==> src/rtl/base9_pkg.sv <==
// Shared constants, state encoding and digit saturation for the base-9 BCD counters.
package base9_pkg;

    localparam int              DIGIT_W   = 4;
    localparam logic [DIGIT_W-1:0] DIGIT_MAX = 4'd8;

    typedef enum logic [1:0] {
        IDLE    = 2'b00,
        RUN     = 2'b01,
        DONE_ST = 2'b10
    } state_t;

    // Clamp a raw nibble into the legal base-9 range 0..8.
    function automatic logic [DIGIT_W-1:0] sat_digit(input logic [DIGIT_W-1:0] d);
        return (d > DIGIT_MAX) ? DIGIT_MAX : d;
    endfunction

endpackage

==> src/rtl/base9_digit_dec.sv <==
// One base-9 digit slice: loadable nibble that decrements on borrow-in and wraps 0 -> 8.
module base9_digit_dec
    import base9_pkg::*;
(
    input  logic               i_clk,
    input  logic               i_rst_n,
    input  logic               i_load,
    input  logic [DIGIT_W-1:0] i_load_digit,
    input  logic               i_borrow_in,
    output logic               o_borrow_out,
    output logic [DIGIT_W-1:0] o_digit
);

    logic [DIGIT_W-1:0] r_digit;

    always_ff @(posedge i_clk or negedge i_rst_n) begin
        if (!i_rst_n) begin
            r_digit <= '0;
        end else if (i_load) begin
            r_digit <= i_load_digit;
        end else if (i_borrow_in) begin
            r_digit <= (r_digit == '0) ? DIGIT_MAX : (r_digit - 4'd1);
        end
    end

    assign o_borrow_out = i_borrow_in & (r_digit == '0);
    assign o_digit      = r_digit;

endmodule

==> src/rtl/base9_down_counter.sv <==
// Multi-digit base-9 BCD down-counter with stop-at-zero and a one-cycle DONE pulse.
// Optional macro BASE9_AUTO_RELOAD_EN: reload the last preset instead of stopping at zero.
module base9_down_counter
    import base9_pkg::*;
#(
    parameter int NUM_DIGITS = 2
)
(
    input  logic                          CLK,
    input  logic                          R,
    input  logic                          LOAD,
    input  logic [DIGIT_W*NUM_DIGITS-1:0] LOAD_VAL,
    input  logic                          EN,
    output logic [DIGIT_W*NUM_DIGITS-1:0] COUNT,
    output logic                          ZERO,
    output logic                          BUSY,
    output logic                          DONE
);

    localparam int CW = DIGIT_W * NUM_DIGITS;

    state_t          r_state;
    state_t          w_state_next;
    logic            r_done;
    logic            w_done_next;
    logic            w_reload_hit;
    logic            w_reload_nz;
    logic            w_seg_load;
    logic            w_dec;
    logic            w_count_is_one;
    logic            w_unused_borrow;
    logic [CW-1:0]   w_load_sat;
    logic [CW-1:0]   w_load_digits;
    logic [CW-1:0]   w_count;
    logic [NUM_DIGITS:0] w_borrow;

    genvar gi;
    generate
        for (gi = 0; gi < NUM_DIGITS; gi++) begin : g_sat
            assign w_load_sat[gi*DIGIT_W +: DIGIT_W] = sat_digit(LOAD_VAL[gi*DIGIT_W +: DIGIT_W]);
        end
    endgenerate

`ifdef BASE9_AUTO_RELOAD_EN
    logic [CW-1:0] r_reload;

    always_ff @(posedge CLK or negedge R) begin
        if (!R) begin
            r_reload <= '0;
        end else if (LOAD) begin
            r_reload <= w_load_sat;
        end
    end

    assign w_reload_nz   = |r_reload;
    assign w_load_digits = LOAD ? w_load_sat : r_reload;
`else
    assign w_reload_nz   = 1'b0;
    assign w_load_digits = w_load_sat;
`endif

    // A reload at the terminal count reuses the digit load path.
    assign w_seg_load     = LOAD | w_reload_hit;
    assign w_dec          = (r_state == RUN) & EN & ~w_seg_load;
    assign w_borrow[0]    = w_dec;
    assign w_count_is_one = (w_count == {{(CW-1){1'b0}}, 1'b1});

    generate
        for (gi = 0; gi < NUM_DIGITS; gi++) begin : g_digit
            base9_digit_dec u_digit (
                .i_clk        (CLK),
                .i_rst_n      (R),
                .i_load       (w_seg_load),
                .i_load_digit (w_load_digits[gi*DIGIT_W +: DIGIT_W]),
                .i_borrow_in  (w_borrow[gi]),
                .o_borrow_out (w_borrow[gi+1]),
                .o_digit      (w_count[gi*DIGIT_W +: DIGIT_W])
            );
        end
    endgenerate

    // RUN never decrements from zero, so the top borrow never fires.
    assign w_unused_borrow = w_borrow[NUM_DIGITS];

    always_ff @(posedge CLK or negedge R) begin
        if (!R) begin
            r_state <= IDLE;
            r_done  <= 1'b0;
        end else begin
            r_state <= w_state_next;
            r_done  <= w_done_next;
        end
    end

    always_comb begin
        w_state_next = r_state;
        w_done_next  = 1'b0;
        w_reload_hit = 1'b0;
        if (LOAD) begin
            w_state_next = (w_load_sat != '0) ? RUN : IDLE;
        end else begin
            case (r_state)
                RUN: begin
                    if (EN && w_count_is_one) begin
                        w_done_next = 1'b1;
                        if (w_reload_nz) begin
                            w_reload_hit = 1'b1;
                        end else begin
                            w_state_next = DONE_ST;
                        end
                    end
                end
                DONE_ST: w_state_next = IDLE;
                IDLE:    w_state_next = IDLE;
                default: w_state_next = IDLE;
            endcase
        end
    end

    assign COUNT = w_count;
    assign ZERO  = (w_count == '0);
    assign BUSY  = (r_state == RUN);
    assign DONE  = r_done;

endmodule
==> config.mk <==
export PLATFORM = sky130hd
export DESIGN_NAME = base9_down_counter
export DESIGN_NICKNAME = d
export VERILOG_FILES = /design/src/rtl/base9_pkg.sv /design/src/rtl/base9_digit_dec.sv /design/src/rtl/base9_down_counter.sv
export SDC_FILE = /design/constraint.sdc
export NUM_CORES = 1
export LEC_CHECK = 0
export ABC_CLOCK_PERIOD_IN_PS = 4300
export BUFFER_PORTS_ARGS = -buffer_cell sky130_fd_sc_hd__buf_2
export CORE_AREA = 2 2 39 41
export CTS_BUF_LIST = sky130_fd_sc_hd__clkbuf_8
export DETAILED_ROUTE_END_ITERATION = 16
export DIE_AREA = 0 0 41 43
export HOLD_SLACK_MARGIN = 0.03
export PLACE_DENSITY = 0.94
export SLEW_MARGIN = 20
export SYNTH_ARGS = -nofsm -noshare
export SYNTH_HDL_FRONTEND = slang
export SYNTH_HIERARCHICAL = 1
export SYNTH_SLANG_ARGS = --single-unit
==> constraint.sdc <==
create_clock -name CLK -period 4.3 [get_ports CLK]
set_clock_uncertainty 0.05 [all_clocks]
set_input_delay 0.645 -clock CLK [delete_from_list [all_inputs] [get_ports CLK]]
set_output_delay 0.645 -clock CLK [all_outputs]
set_load 0.005 [all_outputs]
=== Word level (Yosys, flattened, before mapping) ===
Index checks and enable logic that the tools add are counted.

* Add/subtract/negate cells: 2
* $lt $le $gt $ge: 2
* Eq/ne operators: 3
* Muxes and demuxes: 15
* Bitwise logic cells: 4
* Reduce and logical (&&, ||, !) cells: 7

{| class="wikitable"
|+ Operators by type and width
! operator !! count
|-
| 2-to-1 mux 4 bit || 8
|-
| equality test 8 x 1 -> 1 bit (second input constant) || 1
|-
| > comparator 4 bit (second input constant) || 2
|-
| logical NOT 4 bit || 2
|-
| logical NOT 8 bit || 1
|-
| nonzero test 8 bit || 1
|-
| subtractor 4 x 1 -> 4 bit (second input constant) || 2
|-
| 2-to-1 mux 2 bit || 3
|-
| 2-to-1 mux 1 bit || 4
|-
| nonzero test 2 bit || 2
|-
| AND 1 bit || 3
|-
| != test 3 x 2 -> 1 bit (second input constant) || 1
|-
| equality test 2 x 1 -> 1 bit (second input constant) || 1
|-
| logical AND 1 bit || 1
|-
| NOT 1 bit || 1
|}

* Register bits: 11
* Input bits: 12
* Output and inout port bits: 11

=== Depth between registers and ports, before layout ===
Gate-level depths: netlist of the first run.

* Depth after elaboration: 6
* Mapped depth: 8
* Mapped depth without buffers: 8

=== By module ===
The synthesis of the first run kept the hierarchy.

{| class="wikitable"
|+ By module, submodules not included
! module !! times used !! cells each !! area an instance (um2)
|-
| base9_digit_dec || 2 || 23 || 232.7
|-
| base9_down_counter || 1 || 25 || 225.2
|}

=== Worst setup path after synthesis of the first run ===
OpenSTA, ideal clock, no wires.

* Path type: input -> register
* Start point: in LOAD
* End point: reg g_digit[1].u_digit.r_digit[2]
* Data arrival time: 1.839 ns
* Slack: 2.290 ns
* Stages on the path: 7
* Buffers on the path: 0
* Path through: nor2b_1 > and2_1 > nor4b_2 > nor2b_1 > nor3b_2 > mux2i_1 > o21ai_1

* Longest elaborated chain between the ends: 4
* Elaborated cells on any way between the ends: 5
* Classes of those cells: mux: 1; bitwise: 3; reduce/logical: 1

{| class="wikitable"
|+ Ends and longest elaborated chain
! what !! RTL line !! RTL
|-
| start, declared || base9_down_counter.sv:11 || <nowiki>input logic LOAD,</nowiki>
|-
| NOT 1 bit || base9_down_counter.sv:64 || <nowiki>assign w_dec = (r_state == RUN) & EN & ~w_seg_load;</nowiki>
|-
| AND 1 bit || base9_down_counter.sv:64 ||
|-
| net w_borrow[0] || base9_down_counter.sv:35 || <nowiki>logic [NUM_DIGITS:0] w_borrow;</nowiki>
|-
| AND 1 bit || base9_digit_dec.sv:26 || <nowiki>assign o_borrow_out = i_borrow_in & (r_digit == '0);</nowiki>
|-
| net w_borrow[1] || base9_down_counter.sv:35 ||
|-
| nonzero test 2 bit (no line) || n/a ||
|-
| end signal, assigned || base9_digit_dec.sv:20 || <nowiki>r_digit <= i_load_digit;</nowiki>
|-
| end signal, assigned || base9_digit_dec.sv:22 || <nowiki>r_digit <= (r_digit == '0) ? DIGIT_MAX : (r_digit - 4'd1);</nowiki>
|-
| end, declared || base9_digit_dec.sv:14 || <nowiki>logic [DIGIT_W-1:0] r_digit;</nowiki>
|}

The timed path passes the listed nets, and every way through them passes these cells.
A chain may end at the register's enable or synchronous reset.

=== Worst setup path after layout of the first run ===
Ends and elaborated chain as after synthesis.

==> results.json, run 1 <==
{
  "status": "finished, final reports clean",
  "ctsHoldBuffers": 0,
  "grt_overflow": 0,
  "multiInputGateArea_um2": 401.6,
  "path_clk_slew_ns": 0.05,
  "dr.first_iter.drc_count": 3,
  "wl_per_cell_um": 12.12,
  "fillers": 112,
  "r2r_start": "r_state[1]",
  "grt_pass1_wl_um": 2270,
  "die_h_um": 43,
  "grt_pass1_vias": 554,
  "grt_max_degree": 19,
  "cts_tree": "yes",
  "dpl.hpwl_um": 1091,
  "dpl.cell_count": 106,
  "criticalPathCategory": "primary input to flop",
  "final.setup.tns_ns": 0,
  "route.detailed.drc": 0,
  "die_w_um": 41,
  "arrival_ns": 2.29,
  "numCtsBuffers": 3,
  "rows": 14,
  "postCtsSetupBuffers": 0,
  "relSlewSlack_pct": 79.92,
  "cts_sinks": 11,
  "regArea_um2": 275.3,
  "clock_path_buffers": 2,
  "cap_violations": 0,
  "dieArea_um2": 1763,
  "rsz0062_at_grt": "no",
  "peakVddDrop_v": 0.0003267,
  "drtPass1Iterations": 4,
  "min_path_type": "primary input to async pin",
  "final_cell_mix": "22 x buf_2, 11 x dfrtp_1, 11 x nor2b_1",
  "final_common_cell": "buf_2",
  "finalHoldViolations": 0,
  "whs_ns": 0.2229,
  "grtUsageTotal_pct": 18.84,
  "cp-start-kind": "primary input",
  "vias_per_cell": 5.418,
  "drive_gt1_share_pct": 35.11,
  "ant_nets": 0,
  "end_kind": "flop",
  "syn_to_final_growth_pct": 24.50,
  "path_max_fanout": 18,
  "antenna_found_initial": 0,
  "drv_slew": 0,
  "core_um2": 1384,
  "cts_resized": 0,
  "cts_root_buffer": "clkbuf_8",
  "finalCritPeriodShare_pct": 51.95,
  "final.min_clock_period_ns": 2.234,
  "place.gp.congestion": 0.7260,
  "ios": 23,
  "crit_start": "LOAD",
  "setup_viol": 0,
  "p_leak_nw": 0.3783,
  "port_buffers": 22,
  "wl_um": 1333,
  "cp_data_required_time_ns": 4.36,
  "nNetsFinal": 107,
  "htreeDepth": 1,
  "mappedNetlistNets": 82,
  "clkLatencyLatePin_ns": 0.23,
  "clock.fmax_mhz": 447.6,
  "syn_inst": 70,
  "start_util_pct": 49.46,
  "yosysWarnings": 6,
  "num_vias": 596,
  "instances_no_fill": 110,
  "postSynthAreaPerCell_um2": 9.777,
  "insertedDiodeCount": 0,
  "tightest_slew_ns": 0.2989,
  "synth.cell_area_um2": 684.4,
  "power.density_nw_per_um2": 326.6
}
==> worst max-delay path, stage by stage <==
cell     delay [ns]
buf_2          0.19
nor2b_1        0.17
and2_1         0.18
nor4b_2        0.28
nor2b_1        0.28
nor3b_2        0.26
mux2i_1        0.21
o21ai_1        0.07
==> metrics by stage <==
step / setup WS (ns) / util, % / instance area [µm²] / power, W
finish: 2.066 / 61.57 / 852.1 / 0.0002783
global route: 1.860 / 61.57 / 852.1 / 0.0002964
CTS: 2.063 / 61.57 / 852.1 / 0.0002826
detailed placement: 1.816 / 58.32 / 807.0 / 0.0001815
global placement: 1.975 / 58.32 / 807.0 / 0.0001791
floorplan: 2.290 / - / 684.4 / 0.0001566
==> layer usage <==
metal | GRT usage [%] | part of all wire [%]
met1 | 22.85 | 40
met2 | 30.63 | 54
met3 | 1.571 | 3.8
met4 | 10.67 | 1.4
met5 | 0 | 0
==> power by group <==
group          leakage, nW  internal (W)  switching, W
clock network       0.0269     0.0000625     0.0000368
registers            0.139      0.000112     0.0000166
logic                0.213     0.0000277     0.0000226
==> layout make-up <==
| cell class | count | area share, % |
|---|---|---|
| multi-input combinational | 57 | 47.14 |
| sequential | 11 | 32.31 |
| timing repair buffer | 22 | 12.92 |
| clock buffer | 3 | 4.846 |
| tap | 16 | 2.349 |
| clock inverter | 1 | 0.4405 |
==> final timing paths <==
| path | depth (start not counted) | end | slack, ns |
|---|---|---|---|
| min in group CLK | 2 | DONE | 0.50 |
| max | 8 | g_digit[1].u_digit/o_digit[2] | 2.07 |
| min | 1 | g_digit[0].u_digit/o_digit[0] | 0.22 |
| min reg2reg | 2 | DONE | 0.50 |
| max in group asynchronous | 1 | g_digit[1].u_digit/o_digit[0] | 3.77 |
| max reg2reg | 8 | g_digit[1].u_digit/o_digit[2] | 2.12 |
==> registers in the layout, summed over array words and instances, names as in the netlist <==
signal,cells
r_state,2
g_digit.u_digit/o_digit,8
DONE,1
No activity file was read; power rests on OpenSTA's default activity.
==> run 2: changes to the inputs <==
--- a/config.mk
+++ b/config.mk
@@ -5,14 +5,13 @@
 export SDC_FILE = /design/constraint.sdc
 export NUM_CORES = 1
 export LEC_CHECK = 0
-export ABC_CLOCK_PERIOD_IN_PS = 4300
+export ABC_CLOCK_PERIOD_IN_PS = 1860
 export BUFFER_PORTS_ARGS = -buffer_cell sky130_fd_sc_hd__buf_2
-export CORE_AREA = 2 2 39 41
+export CORE_UTILIZATION = 46
 export CTS_BUF_LIST = sky130_fd_sc_hd__clkbuf_8
 export DETAILED_ROUTE_END_ITERATION = 16
-export DIE_AREA = 0 0 41 43
 export HOLD_SLACK_MARGIN = 0.03
-export PLACE_DENSITY = 0.94
+export PLACE_DENSITY = 0.89
 export SLEW_MARGIN = 20
 export SYNTH_ARGS = -nofsm -noshare
 export SYNTH_HDL_FRONTEND = slang
==> constraint.sdc (replaced) <==
create_clock -name CLK -period 1.86 [get_ports CLK]
set_clock_uncertainty 0.05 [all_clocks]
set_input_delay 0.279 -clock CLK [delete_from_list [all_inputs] [get_ports CLK]]
set_output_delay 0.279 -clock CLK [all_outputs]
set_load 0.005 [all_outputs]
==> results.json, run 2 (synthesized netlist as in run 1, its figures left out) <==
{
  "grtUsageTotal_pct": 24.16,
  "min_path_type": "primary input to flop",
  "ios": 23,
  "cp_num_buf_inv": 0,
  "clock.fmax_mhz": 518.9,
  "path_max_fanout": 4,
  "drive_gt1_share_pct": 44.66,
  "dr.first_iter.drc_count": 11,
  "syn_to_final_growth_pct": 39.85,
  "grt_max_degree": 18,
  "cts_sinks": 11,
  "num_vias": 649,
  "crit_start": "r_state[1]",
  "final_common_cell": "buf_2",
  "finalHoldViolations": 0,
  "crit_chain": "nor2b_2 -> nor2b_4 -> and2_4 -> nor4b_4 -> nor2b_4 -> nor3b_4 -> mux2i_1 -> o21ai_1",
  "core_um2": 1350,
  "cpPeakStageDelay_ns": 0.37,
  "cp-start-kind": "flop",
  "cap_violations": 0,
  "setup_viol": 3,
  "cp_data_required_time_ns": 1.93,
  "htreeDepth": 1,
  "criticalPathCategory": "flop to flop",
  "critical_path.top_delay_family": "simple AND/OR/NAND/NOR gates",
  "numCtsBuffers": 3,
  "grt_pass1_vias": 569,
  "setup_ws_ns": -0.06724,
  "peakVddDrop_v": 0.0005531,
  "instances_no_fill": 118,
  "crit-reg2reg-capture": "g_digit[1].u_digit/o_digit[2]",
  "tightest_slew_ns": 0.3128,
  "die_h_um": 40.57,
  "start_util_pct": 50.70,
  "largest_register_ffs": 8,
  "final.min_clock_period_ns": 1.927,
  "antenna_found_initial": 0,
  "ant_nets": 0,
  "final.setup.tns_ns": -0.1090,
  "clock_path_buffers": 2,
  "r2r_start": "r_state[1]",
  "die_w_um": 40.57,
  "power.density_nw_per_um2": 730.6,
  "relSlewSlack_pct": 79.15,
  "cts_tree": "yes",
  "clkLatencyLatePin_ns": 0.25,
  "finalCritPeriodShare_pct": 103.6,
  "drtPass1Iterations": 4,
  "drv_slew": 0,
  "vias_per_cell": 5.500,
  "grt_overflow": 0,
  "route.detailed.drc": 0,
  "critical_path.endpoint": "g_digit[1].u_digit/o_digit[2]",
  "end_kind": "flop",
  "r2r_setup_slack_ns": -0.07,
  "wl_per_cell_um": 14.20,
  "fillers": 101,
  "path_clk_slew_ns": 0.06,
  "insertedDiodeCount": 0,
  "rows": 13,
  "place.gp.congestion": 0.7364,
  "nNetsFinal": 116,
  "cpMostUsedCell": "nor2b_4",
  "crit_cells": 8,
  "dpl.cell_count": 108,
  "wl_um": 1676,
  "rr_worst_depth": 8,
  "p_leak_nw": 0.4355,
  "dpl.hpwl_um": 1129,
  "arrival_ns": 2.00,
  "cts_root_buffer": "clkbuf_8",
  "port_buffers": 22,
  "final_cell_mix": "22 x buf_2, 11 x dfrtp_1, 8 x nor2b_1, 8 x buf_4",
  "rsz0062_at_grt": "yes",
  "grt_pass1_wl_um": 2456,
  "cp_slowest_cell": "dfrtp_1",
  "dieArea_um2": 1646,
  "status": "finished, violations left",
  "violations": "setup timing"
}
-- run 2: cell count changes in the layout (fill, tap and decap cells not counted), moves of 2 or more --
cell	previous run	this run
buf_4	0	8
o21ai_1	4	6
o21ai_0	4	2
nor2b_1	11	8
nor2b_4	0	2
-- run 2: how the worst min path moves through the flow --
| stage | depth (start not counted) | slack, ns | end | start |
|---|---|---|---|---|
| after detailed placement | 1 | 0.11 | DONE | R |
| after global routing | 3 | 0.27 | g_digit[1].u_digit/o_digit[3] | LOAD_VAL[7] |
| after floorplan | 0 | -0.07 | DONE | R |
| after CTS | 3 | 0.25 | g_digit[1].u_digit/o_digit[3] | LOAD_VAL[7] |
| after global placement | 1 | 0.11 | g_digit[0].u_digit/o_digit[2] | R |
| final | 3 | 0.25 | g_digit[1].u_digit/o_digit[3] | LOAD_VAL[7] |
-- run 2: repair_timing --
action	in CTS	in global routing
pin swaps	1	1
cloned	0	0
hold buffers	1	0
buffers inserted	3	2
endpoints found under the hold margin	11	0
gates resized for setup	5	1
endpoints found under the setup margin	4	4
-- run 2: metrics by stage --
step | setup WS [ns] | util, % | hold slack, ns | total power, W | area [µm²]
global route | -0.1596 | 70.90 | 0.2743 | 0.0007269 | 957.2
finish | -0.06724 | 70.90 | 0.2534 | 0.0006993 | 957.2
CTS | -0.04468 | 69.79 | 0.2538 | 0.0006945 | 942.2
detailed placement | -0.1290 | 62.74 | 0.1119 | 0.0004324 | 847.1
floorplan | 0.005384 | - | -0.06659 | 0.0003682 | 703.2
global placement | -0.004561 | 62.74 | 0.1066 | 0.0004252 | 847.1
-- run 2: metal layers --
layer	up-vias	GRT usage, %	wire length [µm]
li1	316	-	-
met1	302	28.72	739
met2	26	38.49	820
met3	5	5.000	75
met4	0	16.67	41
met5	-	0	0
-- run 2: worst reg2reg max path, cell delays in order (launching register included) --
cell and delay, ns:
dfrtp_1 0.37, nor2b_2 0.13, nor2b_4 0.18, and2_4 0.15, nor4b_4 0.20, nor2b_4 0.21
nor3b_4 0.24, mux2i_1 0.21, o21ai_1 0.07
-- run 2: where the power goes --
| group | internal [W] | switching, W | leakage, nW |
|---|---|---|---|
| clock | 0.000148 | 0.000103 | 0.0255 |
| sequential | 0.000259 | 0.0000457 | 0.139 |
| combinational | 0.0000825 | 0.0000619 | 0.271 |
| total | 0.000489 | 0.000210 | 0.436 |
-- run 2: layout make-up --
cell class	instances	area, µm²	share of cell area (%)
Tap cell	15	18.77	1.961
Sequential cell	11	275.3	28.76
Multi-Input combinational cell	57	436.7	45.62
Timing Repair Buffer	31	180.2	18.82
Clock inverter	1	5.005	0.5229
Clock buffer	3	41.29	4.314
